[config.mk]
export PLATFORM = sky130hd
export DESIGN_NAME = mul_seq32
export DESIGN_NICKNAME = d
export VERILOG_FILES = /design/src/rtl/mul_seq32.sv
export SDC_FILE = /design/constraint.sdc
export NUM_CORES = 1
export LEC_CHECK = 0
export ABC_AREA = 1
export BUFFER_PORTS_ARGS = -buffer_cell sky130_fd_sc_hd__clkbuf_2
export CELL_PAD_IN_SITES_DETAIL_PLACEMENT = 1
export CELL_PAD_IN_SITES_GLOBAL_PLACEMENT = 2
export CORE_UTILIZATION = 38
export CTS_CLUSTER_DIAMETER = 60
export DETAILED_ROUTE_END_ITERATION = 12
export GPL_TIMING_DRIVEN = 0
export PLACE_DENSITY_LB_ADDON = 0.2
export SLEW_MARGIN = 20
export SYNTH_ARGS = -nofsm -noshare
export SYNTH_HDL_FRONTEND = slang
export SYNTH_SLANG_ARGS = --single-unit
[constraint.sdc]
create_clock -name clk -period 13.5 [get_ports clk]
set_input_delay 0.675 -clock clk [delete_from_list [all_inputs] [get_ports clk]]
set_output_delay 0.675 -clock clk [all_outputs]
set_load 0.02 [all_outputs]
[src/rtl/mul_seq32.sv]
// Sequential 32x32->64 unsigned multiplier that reuses one 16x16 multiplier
// over four steps, with ready/valid handshakes on both sides.

module mul16 (
   input  logic [15:0] a_i,
   input  logic [15:0] b_i,
   output logic [31:0] p_o
);
   assign p_o = 32'(a_i) * 32'(b_i);
endmodule

module mul_seq32 #(
   parameter int PIPE_MUL = 0
) (
   input  logic        clk,
   input  logic        rst,
   input  logic        in_valid,
   output logic        in_ready,
   input  logic [31:0] inA,
   input  logic [31:0] inB,
   output logic        out_valid,
   input  logic        out_ready,
   output logic [63:0] out,
   output logic        busy
);
   typedef enum logic [1:0] {IDLE, MUL, DONE} state_e;

   state_e      state_q;
   logic [1:0]  step_q;
   logic [31:0] a_q, b_q;
   logic [63:0] acc_q;
   logic        pv_q;
   logic [31:0] prod_q;
   logic        in_ready_q, out_valid_q, busy_q;

   logic [15:0] mul_a, mul_b;
   logic [31:0] mul_p;

   // Step bit 0 picks the A half, bit 1 picks the B half.
   always_comb begin
      mul_a = step_q[0] ? a_q[31:16] : a_q[15:0];
      mul_b = step_q[1] ? b_q[31:16] : b_q[15:0];
   end

   mul16 u_mul16 (
      .a_i(mul_a),
      .b_i(mul_b),
      .p_o(mul_p)
   );

   function automatic logic [63:0] align(input logic [31:0] p, input logic [1:0] k);
      case (k)
         2'd0:    align = {32'd0, p};
         2'd3:    align = {p, 32'd0};
         default: align = {16'd0, p, 16'd0};
      endcase
   endfunction

   always_ff @(posedge clk) begin
      if (rst) begin
         state_q     <= IDLE;
         step_q      <= 2'd0;
         a_q         <= 32'd0;
         b_q         <= 32'd0;
         acc_q       <= 64'd0;
         pv_q        <= 1'b0;
         prod_q      <= 32'd0;
         in_ready_q  <= 1'b1;
         out_valid_q <= 1'b0;
         busy_q      <= 1'b0;
      end else begin
         case (state_q)
            IDLE: begin
               if (in_valid && in_ready_q) begin
                  a_q        <= inA;
                  b_q        <= inB;
                  acc_q      <= 64'd0;
                  step_q     <= 2'd0;
                  pv_q       <= 1'b0;
                  state_q    <= MUL;
                  in_ready_q <= 1'b0;
                  busy_q     <= 1'b1;
               end
            end
            MUL: begin
               if (PIPE_MUL == 0) begin
                  acc_q  <= acc_q + align(mul_p, step_q);
                  step_q <= step_q + 2'd1;
                  if (step_q == 2'd3) begin
                     state_q     <= DONE;
                     out_valid_q <= 1'b1;
                  end
               end else begin
                  // A registered product always belongs to the step before step_q;
                  // step_q wraps to 0 once step 3 has been issued.
                  if (pv_q)
                     acc_q <= acc_q + align(prod_q, step_q - 2'd1);
                  if (pv_q && step_q == 2'd0) begin
                     pv_q        <= 1'b0;
                     state_q     <= DONE;
                     out_valid_q <= 1'b1;
                  end else begin
                     prod_q <= mul_p;
                     pv_q   <= 1'b1;
                     step_q <= step_q + 2'd1;
                  end
               end
            end
            DONE: begin
               if (out_ready) begin
                  state_q     <= IDLE;
                  out_valid_q <= 1'b0;
                  in_ready_q  <= 1'b1;
                  busy_q      <= 1'b0;
               end
            end
            default: begin
               state_q     <= IDLE;
               in_ready_q  <= 1'b1;
               out_valid_q <= 1'b0;
               busy_q      <= 1'b0;
            end
         endcase
      end
   end

   assign in_ready  = in_ready_q;
   assign out_valid = out_valid_q;
   assign busy      = busy_q;
   assign out       = acc_q;
endmodule
# Yosys cells after proc, flatten, opt, wreduce, memory -nomap -nowiden
# Index checks and enable logic that the tools add are counted.
[classes] n_reduce_logical=9 n_mux=21 n_addsub=2 mul=1 n_eq_ne=6 n_bitwise=2
[op_table] op="64-bit case mux with 2 select lines" n=2
[op_table] op="64-bit 2-to-1 mux" n=3
[op_table] op="64-bit adder" n=1
[op_table] op="16-bit by 16-bit multiplier with 32-bit output" n=1
[op_table] op="16-bit 2-to-1 mux" n=2
[op_table] op="1-bit case mux with 3 select lines" n=3
[op_table] op="3-bit AND reduction" n=3
[op_table] op="2-bit 2-to-1 mux" n=4
[op_table] op="2-bit inequality test, second input constant" n=3
[op_table] op="2-bit case mux with 3 select lines" n=1
[op_table] op="1-bit 2-to-1 mux" n=5
[op_table] op="2-bit equality test, second input constant" n=2
[op_table] op="2-bit logical NOT" n=2
[op_table] op="2-bit case mux with 2 select lines" n=1
[op_table] op="2-bit AND reduction" n=2
[op_table] op="2-bit by 1-bit adder with 2-bit output, second input constant" n=1
[op_table] op="2-bit by 1-bit equality test with 1-bit output, second input constant" n=1
[op_table] op="1-bit inverter" n=2
[op_table] op="2-bit nonzero test" n=1
[op_table] op="1-bit logical AND" n=1
[totals] in_bits=68 register_bits=135 wordCells=49 out_inout_bits=67

# Depth between registers and ports, before layout
[depth] depth_word=7 ltp_mapped=47 depth_no_buf=44

# By module
# From an unflattened synthesis, not the netlist that was laid out.
[hier_totals] hier_cells=3494 area_unflattened_um2=21235.4
[by_module_without_submodules] module="mul_seq32" seq_area_each_um2=2702.6 cells_each=2118 n_inst=1 area_each_um2=11743.8
[by_module_without_submodules] module="mul16" seq_area_each_um2=0.0 cells_each=1376 n_inst=1 area_each_um2=9491.6

# Least setup slack after synthesis
# OpenSTA, ideal clock, no wires.
[synth_timing] kind="register to register" start="register step_q[1]" end="register acc_q[63], in the netlist out[63]" path_buffers=3 setup_ns=0.131 arrival_time_ns=7.265 period_less_slack_ns=7.396 path_slack_ns=6.104 t_required_ns=13.369 stages_incl_launch_ff=39 cell_sequence="dfxtp_1 buf_2 inv_1 clkbuf_1 or2_2 o21ai_1 buf_2 nor2_1 fa_1 inv_1 fa_1 fa_1 fa_1 inv_1 fa_1 inv_1 fa_1 inv_1 [3 not listed] nand2_1 nand2_1 nand3_2 a31oi_1 xor2_1 o22ai_1 ha_1 nand2_1 nor2_1 inv_2 nor2_2 inv_1 nor4_2 nand2_1 nand2_1 nand3_1 nand3_2 a21oi_2"
[synth_between] elab_chain_cells=7 word_cells_on_any_way=9 cone_classes="add/sub: 1; mul: 1; eq/ne: 1; mux: 5; reduce/logical: 1"
[synth_rtl] item="start: declaration" line_no="29" text="logic [1:0] step_q;"
[synth_rtl] item="start signal: assignment" line_no="88" text="step_q <= step_q + 2'd1;"
[synth_rtl] item="start signal: assignment" line_no="105" text="step_q <= step_q + 2'd1;"
[synth_rtl] item="16-bit 2-to-1 mux" line_no="42" text="mul_b = step_q[1] ? b_q[31:16] : b_q[15:0];"
[synth_rtl] item="16-bit by 16-bit multiplier with 32-bit output" line_no="9" text="assign p_o = 32'(a_i) * 32'(b_i);"
[synth_rtl] item="64-bit case mux with 2 select lines (*)" line_no="52" text="case (k)"
[synth_rtl] item="64-bit 2-to-1 mux (*)" line_no="72" text="case (state_q)"
[synth_rtl] item="64-bit 2-to-1 mux (*)" line_no="60" text="if (rst) begin"
[synth_rtl] item="64-bit adder (*)" line_no="87" text="acc_q <= acc_q + align(mul_p, step_q);"
[synth_rtl] item="64-bit case mux with 2 select lines (*)" line_no="72"
[synth_rtl] item="end signal: assignment" line_no="87"
[synth_rtl] item="end signal: assignment" line_no="97" text="acc_q <= acc_q + align(prod_q, step_q - 2'd1);"
[synth_rtl] item="end: declaration" line_no="31" text="logic [63:0] acc_q;"
# Every way passes the cells marked *; elsewhere a longest branch is shown, timed or not. The select of a mux whose other input is x is not followed.
# A chain may end at the register's enable or synchronous reset.

# Worst setup path after layout
[layout_timing] start="register step_q[1]" end="register acc_q[56], in the netlist out[56]"
# The elaborated chain is that of the path after synthesis.

==> flow_metrics.py <==
metrics = {
    "worst_setup_path": {
        "critPathKind": "reg -> reg",
        "max_stage_delay_ps": 580,
        "crit_fanout": 10,
        "reg2reg_from": "step_q[1]",
        "worstPathRequired_ps": 13850,
        "endpoint_kind": "register",
        "slowest_stage": "fa_1",
        "cp_common_cell": "inv_1",
        "r2r-end": "out[56]",
        "ff2ff_path_depth": 41,
        "rrSetupSlack_ps": 3340,
        "start_kind": "register",
        "critical_path_arrival_ps": 10510,
    },
    "timing": {
        "finalMaxSlewViolations": 0,
        "tns_ps": 0,
        "fin_crit_sh": 0.7528,
        "fmax_ghz": 0.09840,
        "fin_ws_ps": 3338,
        "max_slew_margin": 0.2823,
        "final_hold_viol_count": 0,
        "setup_viol": 0,
        "rsz0062_at_grt": "false",
        "whs_ps": 434.4,
        "finalCriticalPeriod_ps": 10160,
        "fin_skew_ps": 16.49,
        "worst_pin_slew_ps": 1065,
    },
    "yosys": {
        "synthCells": 2737,
        "yosysUniqueCellTypes": 48,
        "synthMuxAreaShare": 0,
        "synth-compound-area-share": 0.1445,
        "synth_ff_type": "dfxtp_1",
        "ys_ff_latch": 135,
        "synth_top_area_share": 0.2080,
        "synth_edf_count": 0,
        "syn_nets": 3171,
        "synthTopCellsByArea": "fa_1 21%, dfxtp_1 14%, ha_1 11%, nand2_1 10%, nor2_1 8.7%",
        "synth_largest_area_cell": "fa_1",
        "async_flop_share": 0,
        "seq_area_frac_synth": 0.1440,
        "syn_area_per_cell_um2": 6.858,
        "syn_area_um2": 18770,
        "synth-simple-area-share": 0.2684,
        "synthAdderAreaFrac": 0.3220,
        "synth_xor_area_frac": 0.01260,
        "synth_top_family_by_area": "adder cells",
        "ys_warn_count": 0,
    },
    "floorplan": {
        "num_io_pins": 135,
        "fp.dieArea_um2": 50290,
        "die_w_um": 224.2,
        "die_y_um": 224.2,
        "start_util": 0.3842,
        "rows": 81,
        "core_area_um2": 48850,
    },
    "final_layout": {
        "final_cell_mix": "524 x nand2_1, 437 x nor2_1, 424 x inv_1",
        "final_cells": 3566,
        "antennaDiodeCount": 0,
        "fillers": 6471,
        "drive_above_1_share": 0.1172,
        "final_common_cell": "nand2_1",
        "layout.nets": 3323,
        "area_growth_pct": 11.16,
    },
    "placement": {
        "dpl_worst_slack_ps": 3484,
        "port_buffers": 133,
        "dp_hpwl_um": 64490,
        "gp_congestion": 0.9372,
        "placed_cells": 3534,
    },
    "clock_tree": {
        "clockRootBuffer": "clkbuf_16",
        "htree_num_levels": 4,
        "clockBufferDepth": 2,
        "cts.repair.resized": 0,
        "postCtsSetupBuffers": 0,
        "clkLatencyLatePin_ps": 490,
        "clkSinkCount": 135,
        "clk_pin_slew_worst_paths_ps": 70,
        "numCtsBuffers": 17,
        "cts-hold-fix-buffers": 0,
        "cts_tree": "built",
    },
    "grt": {
        "antenna_found_initial": 0,
        "grt_start_max_net_pins": 17,
        "grt_overflow": 0,
        "grt_pass1_wl_um": 115500,
        "grt_pass1_vias": 20250,
        "grt_usage": 0.3065,
    },
    "detailed_routing": {
        "vias": 18680,
        "remaining_drc_errors": 0,
        "drt_iter0_markers": 964,
        "via_per_inst": 5.237,
        "wl_um": 75300,
        "firstDrtPassIters": 7,
        "drtAntennaViolNets": 0,
        "wl_per_cell_um": 21.12,
    },
    "worst_hold_path": {
        "min_path_cells": 3,
        "hold-path-endpoint": "b_q[17]",
        "min_path_type": "in -> reg",
        "hp-start": "inB[17]",
    },
    "run_status": {
        "run_status": "complete, no violations",
    },
    "pwr": {
        "power_leakage_nw": 9.956,
        "ir_worst_vdd_uv": 99.53,
        "power_per_cell_area_nw_per_um2": 156.3,
    },
    "job": {
        "cap_violations": 0,
    },
}
state kept, by name (all words and copies together), names as in the netlist:
signal     flops
step_q         2
busy           1
out_valid      1
state_q        2
in_ready       1
out           64
a_q           32
b_q           32
cell type report:
cell class | instances | area [um2] | share of cell area
Inverter | 466 | 1749 | 0.08384
Buffer | 71 | 286.5 | 0.01373
Timing Repair Buffer | 133 | 665.6 | 0.03190
Clock inverter | 14 | 158.9 | 0.007616
Clock buffer | 18 | 439.2 | 0.02105
Sequential cell | 135 | 2703 | 0.1295
Tap cell | 664 | 830.8 | 0.03982
Multi-Input combinational cell | 2065 | 14030 | 0.6725
logic make-up (layout without fill, tap and decap cells):
group,count (synthesis),in the layout
AOI/OAI and AO/OA,484,484
xor gates and xnor gates,27,27
adders and majority gates,366,366
buffers and inverters,537,702
DFF,135,135
and+or+nand+nor,1188,1188
cell usage after synthesis (13+ instances only):
library cell,instances
a21o_1,17
a21oi_1,200
buf_2,13
clkbuf_1,48
dfxtp_1,135
fa_1,195
ha_1,171
inv_1,424
inv_2,30
nand2_1,524
nand2_2,19
nand3_1,87
nor2_1,437
nor2_2,18
o21ai_0,153
o21ai_1,22
o21ai_2,17
o21bai_1,15
o22ai_1,24
or2_2,35
xor2_1,15
metal layers:
layer	wire [um]	GRT usage	vias up	part of all wire
met3	2308	0.03815	149	0.031
met5	0	0	-	0
met1	31700	0.3664	9246	0.42
met4	4003	0.1604	0	0.053
met2	37280	0.5374	354	0.50
li1	-	-	8927	-
how the worst max path moves through the flow:
stage               startpoint  endpoint  slack, ps  depth (start not counted)
global route         step_q[1]   out[56]       3020                         40
CTS                  step_q[1]   out[56]       3390                         41
global placement     step_q[1]   out[56]       3530                         41
detailed placement   step_q[1]   out[56]       3480                         41
finish               step_q[1]   out[56]       3340                         41
floorplan            step_q[1]   out[63]       6100                         38
per-stage QoR:
step / utilization / area, um2 / total power, W
finish: 0.4271 / 20860 / 0.003262
global route: 0.4271 / 20860 / 0.003525
CTS: 0.4271 / 20860 / 0.003261
detailed placement: 0.4149 / 20270 / 0.002733
global placement: 0.4149 / 20270 / 0.002698
floorplan: - / 18770 / 0.001935
power by group:
part | internal [W] | switching (W)
Combinational | 0.000698 | 0.00158
Clock | 0.000267 | 0.000230
Sequential | 0.000445 | 0.0000411
worst max-delay path, delay by kind of cell, from the launching register on:
kind | cells | cell delay, ps
buffers and inverters | 12 | 1700
XOR/XNOR | 1 | 490
adder cells (fa/ha/maj) | 8 | 3990
AND/OR/NAND/NOR | 15 | 2220
AO/OA/AOI/OAI | 5 | 1280
flip-flops | 1 | 330
(Power assumes the default switching activity.)
